$ cat config.mk
export PLATFORM = sky130hd
export DESIGN_NAME = piso_tx_controller
export DESIGN_NICKNAME = d
export VERILOG_FILES = /design/src/rtl/piso_tx_pkg.sv /design/src/rtl/piso_shift_core.sv /design/src/rtl/piso_tx_controller.sv
export SDC_FILE = /design/constraint.sdc
export NUM_CORES = 1
export LEC_CHECK = 0
export CORE_AREA = 4 4 41 43
export DETAILED_ROUTE_END_ITERATION = 8
export DIE_AREA = 0 0 45 47
export SYNTH_ARGS = -nofsm -noshare
export SYNTH_HDL_FRONTEND = slang
export SYNTH_SLANG_ARGS = --single-unit
$ cat constraint.sdc
create_clock -name i_clk -period 1.3 [get_ports i_clk]
set_clock_uncertainty 0.15 [all_clocks]
set_input_delay 0.325 -clock i_clk [delete_from_list [all_inputs] [get_ports i_clk]]
set_output_delay 0.325 -clock i_clk [all_outputs]
set_load 0.01 [all_outputs]
$ cat src/rtl/piso_tx_pkg.sv
// Shared state encoding and counter sizing for the PISO transmit controller.
package piso_tx_pkg;

   typedef enum logic [1:0] {
      ST_IDLE  = 2'd0,
      ST_SHIFT = 2'd1,
      ST_GAP   = 2'd2
   } state_t;

   // Counter width for a count of n values; never narrower than one bit.
   function automatic int cnt_width(input int n);
      return (n <= 1) ? 1 : $clog2(n);
   endfunction

endpackage

$ cat src/rtl/piso_shift_core.sv
// WIDTH-bit parallel-load register shifting one bit per strobe with zero fill.
module piso_shift_core
   import piso_tx_pkg::*;
#(
   parameter int WIDTH = 4
) (
   input  logic             clk,
   input  logic             rst,
   input  logic             load,
   input  logic             shift,
   input  logic             msb_first,
   input  logic [WIDTH-1:0] data,
   output logic             sd
);

   logic [WIDTH-1:0] sr;

   always_ff @(posedge clk) begin
      if (rst) begin
         sr <= '0;
      end else if (load) begin
         sr <= data;
      end else if (shift) begin
         sr <= msb_first ? {sr[WIDTH-2:0], 1'b0} : {1'b0, sr[WIDTH-1:1]};
      end
   end

   assign sd = msb_first ? sr[WIDTH-1] : sr[0];

endmodule

$ cat src/rtl/piso_tx_controller.sv
// Accepts parallel words over valid/ready, serialises them through the shift core
// with DIV cycles per bit, pulses done per word and enforces a GAP-cycle idle.
module piso_tx_controller
   import piso_tx_pkg::*;
#(
   parameter int WIDTH     = 4,
   parameter int DIV       = 1,
   parameter int GAP       = 1,
   parameter bit MSB_FIRST = 1'b1
) (
   input  logic             i_clk,
   input  logic             i_rst,
   input  logic [WIDTH-1:0] i_data,
   input  logic             i_valid,
   output logic             o_ready,
   output logic             o_sd,
   output logic             o_sd_valid,
   output logic             o_busy,
   output logic             o_done
);

   localparam int BW = cnt_width(WIDTH);
   localparam int DW = cnt_width(DIV);
   localparam int GW = cnt_width(GAP + 1);

   localparam logic [BW-1:0] BIT_LAST = BW'(WIDTH - 1);
   localparam logic [DW-1:0] DIV_LAST = DW'(DIV - 1);
   localparam logic [GW-1:0] GAP_LAST = GW'((GAP > 0) ? GAP - 1 : 0);

   state_t        state;
   logic [BW-1:0] bit_cnt;
   logic [DW-1:0] div_cnt;
   logic [GW-1:0] gap_cnt;
   logic          done_q;
   logic          accept;
   logic          shift;
   logic          core_sd;

   // Reset has priority over accept because o_ready already masks i_rst.
   assign o_ready    = (state == ST_IDLE) && !i_rst;
   assign accept     = i_valid && o_ready;
   assign shift      = (state == ST_SHIFT) && (div_cnt == DIV_LAST);
   assign o_sd_valid = (state == ST_SHIFT);
   assign o_sd       = core_sd && (state == ST_SHIFT);
   assign o_busy     = (state != ST_IDLE);
   assign o_done     = done_q;

   piso_shift_core #(
      .WIDTH(WIDTH)
   ) u_core (
      .clk       (i_clk),
      .rst       (i_rst),
      .load      (accept),
      .shift     (shift),
      .msb_first (MSB_FIRST),
      .data      (i_data),
      .sd        (core_sd)
   );

   always_ff @(posedge i_clk) begin
      if (i_rst) begin
         state   <= ST_IDLE;
         bit_cnt <= '0;
         div_cnt <= '0;
         gap_cnt <= '0;
         done_q  <= 1'b0;
      end else begin
         done_q <= 1'b0;
         case (state)
            ST_IDLE: begin
               if (i_valid) begin
                  state   <= ST_SHIFT;
                  bit_cnt <= '0;
                  div_cnt <= '0;
               end
            end
            ST_SHIFT: begin
               if (div_cnt == DIV_LAST) begin
                  div_cnt <= '0;
                  if (bit_cnt == BIT_LAST) begin
                     bit_cnt <= '0;
                     gap_cnt <= '0;
                     done_q  <= 1'b1;
                     state   <= (GAP > 0) ? ST_GAP : ST_IDLE;
                  end else begin
                     bit_cnt <= bit_cnt + BW'(1);
                  end
               end else begin
                  div_cnt <= div_cnt + DW'(1);
               end
            end
            ST_GAP: begin
               if (gap_cnt == GAP_LAST) begin
                  state <= ST_IDLE;
               end else begin
                  gap_cnt <= gap_cnt + GW'(1);
               end
            end
            default: state <= ST_IDLE;
         endcase
      end
   end

endmodule

# --- After elaboration in Yosys (flattened, before gate mapping) ---
# Cells that the tools add are included.
word_totals:
  out_inout_bits: 5
  regBits: 11
op_classes:
  addsub: 3
  n_reduce_logical: 15
  n_bitwise: 2
  n_mux: 19
  eq_ne: 7
op_table:
  columns: ["cell", "count"]
  rows:
  - ["2-bit 2-to-1 mux", 7]
  - ["4-bit 2-to-1 mux", 2]
  - ["2-bit nonzero test", 4]
  - ["1-bit 2-to-1 mux", 6]
  - ["2-bit inequality test, second input constant", 3]
  - ["2-bit case mux with 3 select lines", 1]
  - ["3-bit AND reduction", 2]
  - ["2-bit equality test, second input constant", 2]
  - ["1-bit logical AND", 4]
  - ["1-bit case mux with 2 select lines", 2]
  - ["2-bit case mux with 2 select lines", 1]
  - ["4-bit AND reduction", 1]
  - ["3-bit OR reduction", 1]
  - ["1-bit adder, second input constant", 2]
  - ["2-bit by 1-bit adder with 2-bit output, second input constant", 1]
  - ["2-bit by 1-bit equality test with 1-bit output, second input constant", 1]
  - ["2-bit logical NOT", 1]
  - ["2-bit by 1-bit inequality test with 1-bit output, second input constant", 1]
  - ["1-bit inverter", 2]
  - ["2-bit AND reduction", 1]
  - ["1-bit logical NOT", 1]

# --- Logic depth before layout (Yosys ltp) ---
# Gate-level depths: netlist of the first run.
logic_depth:
  ltp_word: 4
  ltp_mapped: 5

# --- Modules after synthesis ---
# From an unflattened synthesis of the first run, not the netlist that was laid out.
hier_totals:
  hier_cells: 47
  area_unflattened_um2: 479.2
by_module_without_submodules:
  columns: ["module", "n_inst", "cells_each", "seq_area_each_um2", "area_per_inst_um2"]
  rows:
  - ["piso_tx_controller", 1, 24, 100.1, 247.7]
  - ["piso_shift_core", 1, 23, 80.1, 231.5]

# --- Least setup slack after synthesis of the first run ---
# No wires, ideal clock.
synth_path:
  kind: "reg2reg"
  from: "reg state[0]"
  to: "reg u_core.sr[1]"
  setup_time_ns: 0.136
  arrival_time_ns: 1.140
  synth_period_minus_slack_ns: 1.426
  path_slack_ns: -0.126
  stages_incl_launch_ff: 5
  path_cell_list: "dfxtp_1 or4b_1 buf_6 nor2_1 a311oi_2"
synth_between:
  elab_chain_cells: 4
  elab_cells_between_ends: 7
synth_lines:
  columns: ["item", "line", "rtl"]
  rows:
  - ["from (decl)", "piso_tx_controller.sv:30", "state_t state;"]
  - ["from (signal assigned)", "piso_tx_controller.sv:84", "state <= (GAP > 0) ? ST_GAP : ST_IDLE;"]
  - ["2-bit logical NOT", "piso_tx_controller.sv:40", "assign o_ready = (state == ST_IDLE) && !i_rst;"]
  - ["1-bit logical AND", "piso_tx_controller.sv:40", null]
  - ["1-bit logical AND", "piso_tx_controller.sv:41", "assign accept = i_valid && o_ready;"]
  - ["4-bit 2-to-1 mux or 2-bit nonzero test (tied branches)", null, null]
  - ["to (signal assigned)", "piso_shift_core.sv:22", "sr <= data;"]
  - ["to (signal assigned)", "piso_shift_core.sv:24", "sr <= msb_first ? {sr[WIDTH-2:0], 1'b0} : {1'b0, sr[WIDTH-1:1]};"]
  - ["to (decl)", "piso_shift_core.sv:16", "logic [WIDTH-1:0] sr;"]
# Several ways; a longest one is shown, not always the timed one.
# A chain may end at the register's enable or synchronous reset.

# --- Worst setup path after layout of the first run ---
layout_path:
  from: "reg state[1]"
  to: "reg u_core.sr[3]"
# Same word-level chain as after synthesis.

==> results.sh, run 1 <==
export IMPL_run_status="finished, violations left"
export IMPL_violations_in_the_final_reports="negative setup slack"
export IMPL_relSlewSlack_pct=86.5
export IMPL_synthesis_area_um2=400
export IMPL_pin_count_of_the_biggest_net_entering_global_routing=10
export IMPL_routabilityCongestion=0.714
export IMPL_critical_path_arrival_ns=1.54
export IMPL_layout_worst_path_cycle_share_pct=117
export IMPL_p_leak_nw=0.243
export IMPL_period_minus_slack_ns=1.52
export IMPL_first_global_vias=355
export IMPL_slowest_stage="sky130_fd_sc_hd__or4b_4"
export IMPL_drt_antenna_violating_nets=0
export IMPL_numClockSinks=9
export IMPL_dpl_cell_area_um2=563
export IMPL_worst_ir_drop_vdd_v=0.000644
export IMPL_post_route_drc_count=0
export IMPL_timing_final_max_slew_violations=0
export IMPL_pin_count=12
export IMPL_postLayoutCellArea_um2=611
export IMPL_setup_viol_count_final=9
export IMPL_power_sequential_fraction_pct=46.4
export IMPL_numCtsBuffers=3
export IMPL_synth_nets=51
export IMPL_cts_path_max_buffers=2
export IMPL_groute_usage_overall_pct=10.2
export IMPL_r2r_start="state[1]$_SDFFE_PP0P_"
export IMPL_floorplan_initialDensity_pct=30.8
export IMPL_totalNegativeSetupSlack_ns=-1.58
export IMPL_syn_area_per_cell_um2=9.31
export IMPL_intPower_w=0.000491
export IMPL_cts_tree="done"
export IMPL_ff2ff_path_depth=3
export IMPL_comb_power_share_pct=22.3
export IMPL_via_count=374
export IMPL_final_core_occ_pct=46.9
export IMPL_synth_seq_area_share_pct=45.0
export IMPL_antenna_diode_count=0
export IMPL_critPathRequiredTime_ns=1.31
export IMPL_reg2reg_to="u_core.sr[3]$_SDFFE_PP0P_"
export IMPL_timing_final_hold_violations=0
export IMPL_grtUsageMet1_pct=12.2
export IMPL_global_route_usage_met3_pct=4.60
export IMPL_die_area_um2=2120
export IMPL_synthDistinctLibCells=20
export IMPL_total_switching_power_w=0.000171
export IMPL_power_density_nw_per_um2=1080
export IMPL_maxCapViolCount=0
export IMPL_cpPeakStageDelay_ns=0.59
export IMPL_wirelength_um=873
export IMPL_met2_usage_pct=14.7
export IMPL_min_delay_path_depth=2
export IMPL_nFillCells=130
export IMPL_r2r_slack_ns=-0.22
export IMPL_place_port_buffers=11
export IMPL_grt_antenna_before_repair=0
export IMPL_critPathCaptureType="flip-flop"
export IMPL_cts_root_buf="sky130_fd_sc_hd__clkbuf_4"
export IMPL_die_h_um=47
export IMPL_global_route_overflow_total=0
export IMPL_swShare_pct=25.8
export IMPL_yosysWarningCount=0
export IMPL_avgRoutedWirePerCell_um=11.5
export IMPL_setup_worst_path_start_class="flip-flop"
export IMPL_cts_reportedPaths_clkPinSlew_ns=0.06
export IMPL_min_path_type="flip-flop to flip-flop"
export IMPL_synth_seq_cells=9
export IMPL_p_total_w=0.000662
export IMPL_num_nets_final=70
export IMPL_coreArea_um2=1300
export IMPL_grt_first_pass_wirelength_um=1480
export IMPL_netlist_instances=43
export IMPL_rsz0062_at_grt="true"
export IMPL_h_tree_depth=1
export IMPL_die_width_um=45
export IMPL_tritonroute_pass_1_iters=2
export IMPL_via_per_inst=4.92
export IMPL_placed_cells=71
export IMPL_critPathKind="flip-flop to flip-flop"
export IMPL_insertion_delay_ns=0.25
export IMPL_hold_start="u_core.sr[0]$_SDFFE_PP0P_"
export IMPL_timing_critical_path_cells="buf_6 -> or4b_4 -> a311oi_2"
export IMPL_worst_hold_path_ep="u_core.sr[0]$_SDFFE_PP0P_"
export IMPL_worstMarginPinSlew_ns=0.203
export IMPL_drt_iter0_drc=7
export IMPL_drive_above_1_share_pct=45.9
export IMPL_fmax_ghz=0.657
export IMPL_flow_area_growth_from_synthesis_pct=52.5
export IMPL_timing_final_ws_setup_ns=-0.222
export IMPL_critical_path_max_fanout=8
export IMPL_grt_busiest_layer="met2"
export IMPL_rows=13
export IMPL_final_cells=76
export IMPL_pwr_share_clk_pct=31.2
export IMPL_detailedPlacementHpwl_um=631
-- cells by family after synthesis --
family / count (synthesis) / share of synthesized area, %
AO/OA/AOI/OAI: 8 / 20.0
adder cells (fa/ha/maj): 1 / 3.12
flip-flops: 9 / 45.0
buffers and inverters: 4 / 5.93
AND/OR/NAND/NOR: 21 / 25.9
-- repair_timing --
| action | in CTS | in global routing |
|---|---|---|
| hold buffers | 0 | 0 |
| setup endpoints to repair | 10 | 10 |
| setup buffers | 1 | 0 |
| pin swaps | 5 | 4 |
| resized for setup | 29 | 2 |
| hold endpoints to repair | 0 | 0 |
-- area by class of cell --
cell class / count / area (µm²) / share of cell area, %
Timing Repair Buffer: 17 / 151 / 24.8
Clock buffer: 4 / 26.3 / 4.30
Inverter: 1 / 6.26 / 1.02
Multi-Input combinational cell: 30 / 223 / 36.5
Tap cell: 15 / 18.8 / 3.07
Sequential cell: 9 / 185 / 30.3
-- cell usage after synthesis (all sizes together) --
cell    instances  area share (%)
nor3            1             1.2
a311oi          3              11
nand2b          1             1.6
or4b            1             2.5
nor2            6             5.6
nor3b           2             3.7
nand2           6             5.6
dfxtp           9              45
a22oi           2             3.7
clkbuf          1            0.94
ha              1             3.1
or2             1             1.6
a21oi           1             1.2
nand3           2             2.5
o21bai          1             1.9
buf             2             4.1
o31ai           1             1.9
and2            1             1.6
inv             1            0.94
-- state kept, by name, indices dropped and copies added, names as in the netlist --
signal	cells
u_core.sr	4
bit_cnt	2
state	2
o_done	1
-- worst max-delay path: cells and delay by family (launching register included) --
family	cells	cell delay [ns]
AND/OR/NAND/NOR	1	0.59
flip-flops	1	0.34
AO/OA/AOI/OAI	1	0.24
buffers and inverters	1	0.11
-- power by group through the flow --
stage           logic, W  clock network (W)  registers, W
2_1_floorplan  0.0000853                  0      0.000308
3_3_place_gp    0.000145                  0      0.000310
3_5_place_dp    0.000145                  0      0.000310
4_1_cts         0.000147           0.000216      0.000307
5_1_grt         0.000163           0.000236      0.000310
6_report        0.000148           0.000207      0.000307
-- worst max path at each step --
stage | from | end | slack (ns) | depth (start not counted)
after floorplan | i_rst | u_core.sr[1]$_SDFFE_PP0P_ | -0.10 | 4
after global placement | i_rst | o_ready | -0.71 | 3
after detailed placement | i_rst | o_ready | -0.70 | 3
after CTS | state[1]$_SDFFE_PP0P_ | u_core.sr[3]$_SDFFE_PP0P_ | -0.28 | 3
after global routing | state[1]$_SDFFE_PP0P_ | o_sd | -0.27 | 4
final | state[1]$_SDFFE_PP0P_ | u_core.sr[3]$_SDFFE_PP0P_ | -0.22 | 3
-- cells in the final DEF, fill, tap and decap left out, types with 2 or more instances in the layout --
master | synthesis | final
sky130_fd_sc_hd__buf_4 | 0 | 5
sky130_fd_sc_hd__clkdlybuf4s50_1 | 0 | 4
sky130_fd_sc_hd__a22oi_1 | 2 | 2
sky130_fd_sc_hd__clkbuf_4 | 0 | 3
sky130_fd_sc_hd__dfxtp_1 | 9 | 7
sky130_fd_sc_hd__nor2_1 | 6 | 3
sky130_fd_sc_hd__nor2_2 | 0 | 3
sky130_fd_sc_hd__nor3b_1 | 2 | 2
sky130_fd_sc_hd__nand2_1 | 6 | 6
sky130_fd_sc_hd__nand3_1 | 2 | 2
sky130_fd_sc_hd__a311oi_2 | 3 | 3
sky130_fd_sc_hd__buf_6 | 1 | 4
-- per-stage QoR --
stage               setup slack (ns)  hold slack, ns
floorplan                     -0.103           0.298
global placement              -0.714           0.312
detailed placement            -0.703           0.319
CTS                           -0.285           0.328
global route                  -0.266           0.349
finish                        -0.222           0.321
-- layer usage --
layer  share of wire (%)  up-vias
li1                    -      190
met1                  49      173
met2                  44        9
met3                 5.5        2
met4                 1.1        0
met5                   0        -
No activity file was read; power rests on OpenSTA's default activity.
==> run 2, diff against run 1 <==
Settings changed: PLACE_DENSITY set to 0.59, SETUP_SLACK_MARGIN set to 0.05.
Clock period 1.3 ns to 1.35 ns, I/O delays scaled along.
==> results.sh, run 2 (synthesis gave the netlist of run 1 again) <==
export IMPL_run_status="finished, violations left"
export IMPL_violations_in_the_final_reports="negative setup slack"
export IMPL_antenna_diode_count=0
export IMPL_period_minus_slack_ns=1.52
export IMPL_coreArea_um2=1300
export IMPL_flow_area_growth_from_synthesis_pct=71.3
export IMPL_tritonroute_pass_1_iters=4
export IMPL_numCtsBuffers=3
export IMPL_setup_worst_path_start_class="flip-flop"
export IMPL_first_global_vias=352
export IMPL_rsz0062_at_grt="true"
export IMPL_critPathRequiredTime_ns=0.86
export IMPL_pin_count=12
export IMPL_critPathKind="flip-flop to output port"
export IMPL_dr_wl_met3_um=40
export IMPL_top_register="u_core.sr"
export IMPL_drt_antenna_violating_nets=0
export IMPL_fmax_ghz=0.658
export IMPL_global_route_overflow_total=0
export IMPL_drive_above_1_share_pct=56.3
export IMPL_detailedPlacementHpwl_um=618
export IMPL_place_port_buffers=11
export IMPL_metal2_wl_um=439
export IMPL_power_density_nw_per_um2=997
export IMPL_mostFrequentLayoutCells="sky130_fd_sc_hd__buf_4, sky130_fd_sc_hd__dfxtp_1, sky130_fd_sc_hd__nand2_1"
export IMPL_timing_final_ws_setup_ns=-0.169
export IMPL_avgRoutedWirePerCell_um=11.0
export IMPL_floorplan_initialDensity_pct=30.8
export IMPL_min_path_type="flip-flop to flip-flop"
export IMPL_grt_first_pass_wirelength_um=1410
export IMPL_die_h_um=47
export IMPL_biggestRegsByFlops="u_core.sr: 4 flops, bit_cnt: 2 flops, state: 2 flops"
export IMPL_rows=13
export IMPL_timing_final_hold_violations=0
export IMPL_drt_iter0_drc=12
export IMPL_timing_final_max_slew_violations=0
export IMPL_top_layer_used="met3"
export IMPL_groute_usage_overall_pct=9.68
export IMPL_via_per_inst=4.76
export IMPL_maxCapViolCount=0
export IMPL_critical_path_arrival_ns=1.03
export IMPL_totalNegativeSetupSlack_ns=-1.12
export IMPL_worst_ir_drop_vdd_v=0.000548
export IMPL_relSlewSlack_pct=83.9
export IMPL_cts_reportedPaths_clkPinSlew_ns=0.06
export IMPL_critPathCaptureType="output port"
export IMPL_critical_path_max_fanout=5
export IMPL_layout_worst_path_cycle_share_pct=113
export IMPL_die_area_um2=2120
export IMPL_die_width_um=45
export IMPL_pin_count_of_the_biggest_net_entering_global_routing=10
export IMPL_layout_cells_most_common="sky130_fd_sc_hd__buf_4"
export IMPL_cts_path_max_buffers=2
export IMPL_num_nets_final=73
export IMPL_p_leak_nw=0.269
export IMPL_worstMarginPinSlew_ns=0.242
export IMPL_via_count=376
export IMPL_placed_cells=74
export IMPL_cts_root_buf="sky130_fd_sc_hd__clkbuf_4"
export IMPL_numClockSinks=9
export IMPL_cts_tree="done"
export IMPL_grt_antenna_before_repair=0
export IMPL_largest_reg_flops=4
export IMPL_routabilityCongestion=0.684
export IMPL_insertion_delay_ns=0.26
export IMPL_setup_viol_count_final=9
export IMPL_h_tree_depth=1
export IMPL_post_route_drc_count=0
export IMPL_final_cells=79
export IMPL_met1_length_um=387
export IMPL_wirelength_um=867
## run 2: metrics by stage
step	area (µm²)	setup slack, ns	power [W]	hold slack (ns)	util (%)
2_1_floorplan	409	-0.0524	0.000369	0.298	-
3_3_place_gp	578	-0.681	0.000445	0.315	44.4
3_5_place_dp	578	-0.688	0.000445	0.315	44.4
4_1_cts	647	-0.201	0.000676	0.330	49.7
5_1_grt	686	-0.208	0.000720	0.348	52.7
6_report	686	-0.169	0.000684	0.328	52.7
## run 2: final cells by class
class | count | area [µm²]
multi-input cells | 30 | 263
inverters | 1 | 6.26
well taps | 15 | 18.8
repair buffers | 20 | 183
clock buffers | 3 | 22.5
clock inverters | 1 | 5.00
flip-flops and latches | 9 | 188
fillers | 130 | 616
## run 2: repair_timing
action,CTS,global route
hold buffers,0,0
pin swaps,5,3
endpoints found under the setup margin,10,12
cloned,0,0
buffers inserted,1,0
resized for setup,34,10
## run 2: path summary, 6_finish.rpt
kind / start / to / slack, ns / cells past startpoint
max: state[1]$_SDFFE_PP0P_ / o_sd / -0.17 / 4
min reg2reg: u_core.sr[0]$_SDFFE_PP0P_ / u_core.sr[0]$_SDFFE_PP0P_ / 0.33 / 2
max reg2reg: state[0]$_SDFFE_PP0P_ / u_core.sr[1]$_SDFFE_PP0P_ / -0.15 / 3
min: u_core.sr[0]$_SDFFE_PP0P_ / u_core.sr[0]$_SDFFE_PP0P_ / 0.33 / 2
## run 2: routing by layer
layer / up-vias / global-route usage, %
met1: 177 / 10.6
met3: 0 / 4.60
li1: 193 / -
met4: 0 / 5.26
met5: - / 0
met2: 6 / 15.5
## run 2: critical path: stages, from the launching register on
cell	delay, ns
sky130_fd_sc_hd__dfxtp_4	0.36
sky130_fd_sc_hd__nand2b_4	0.15
sky130_fd_sc_hd__inv_4	0.05
sky130_fd_sc_hd__and2_4	0.12
sky130_fd_sc_hd__buf_6	0.09
## run 2: power by group
group / switching (W) / total, W / internal, W / leakage, nW
combinational: 0.0000767 / 0.000182 / 0.000105 / 0.176
clock: 0.0000973 / 0.000207 / 0.000109 / 0.0177
sequential: 0.0000144 / 0.000295 / 0.000281 / 0.0749
==> run 3, diff against run 2 <==
Settings changed: HOLD_SLACK_MARGIN set to 0.05.
==> results of run 3 <==
Final layout, timing and power as in run 2 (identical DEF).
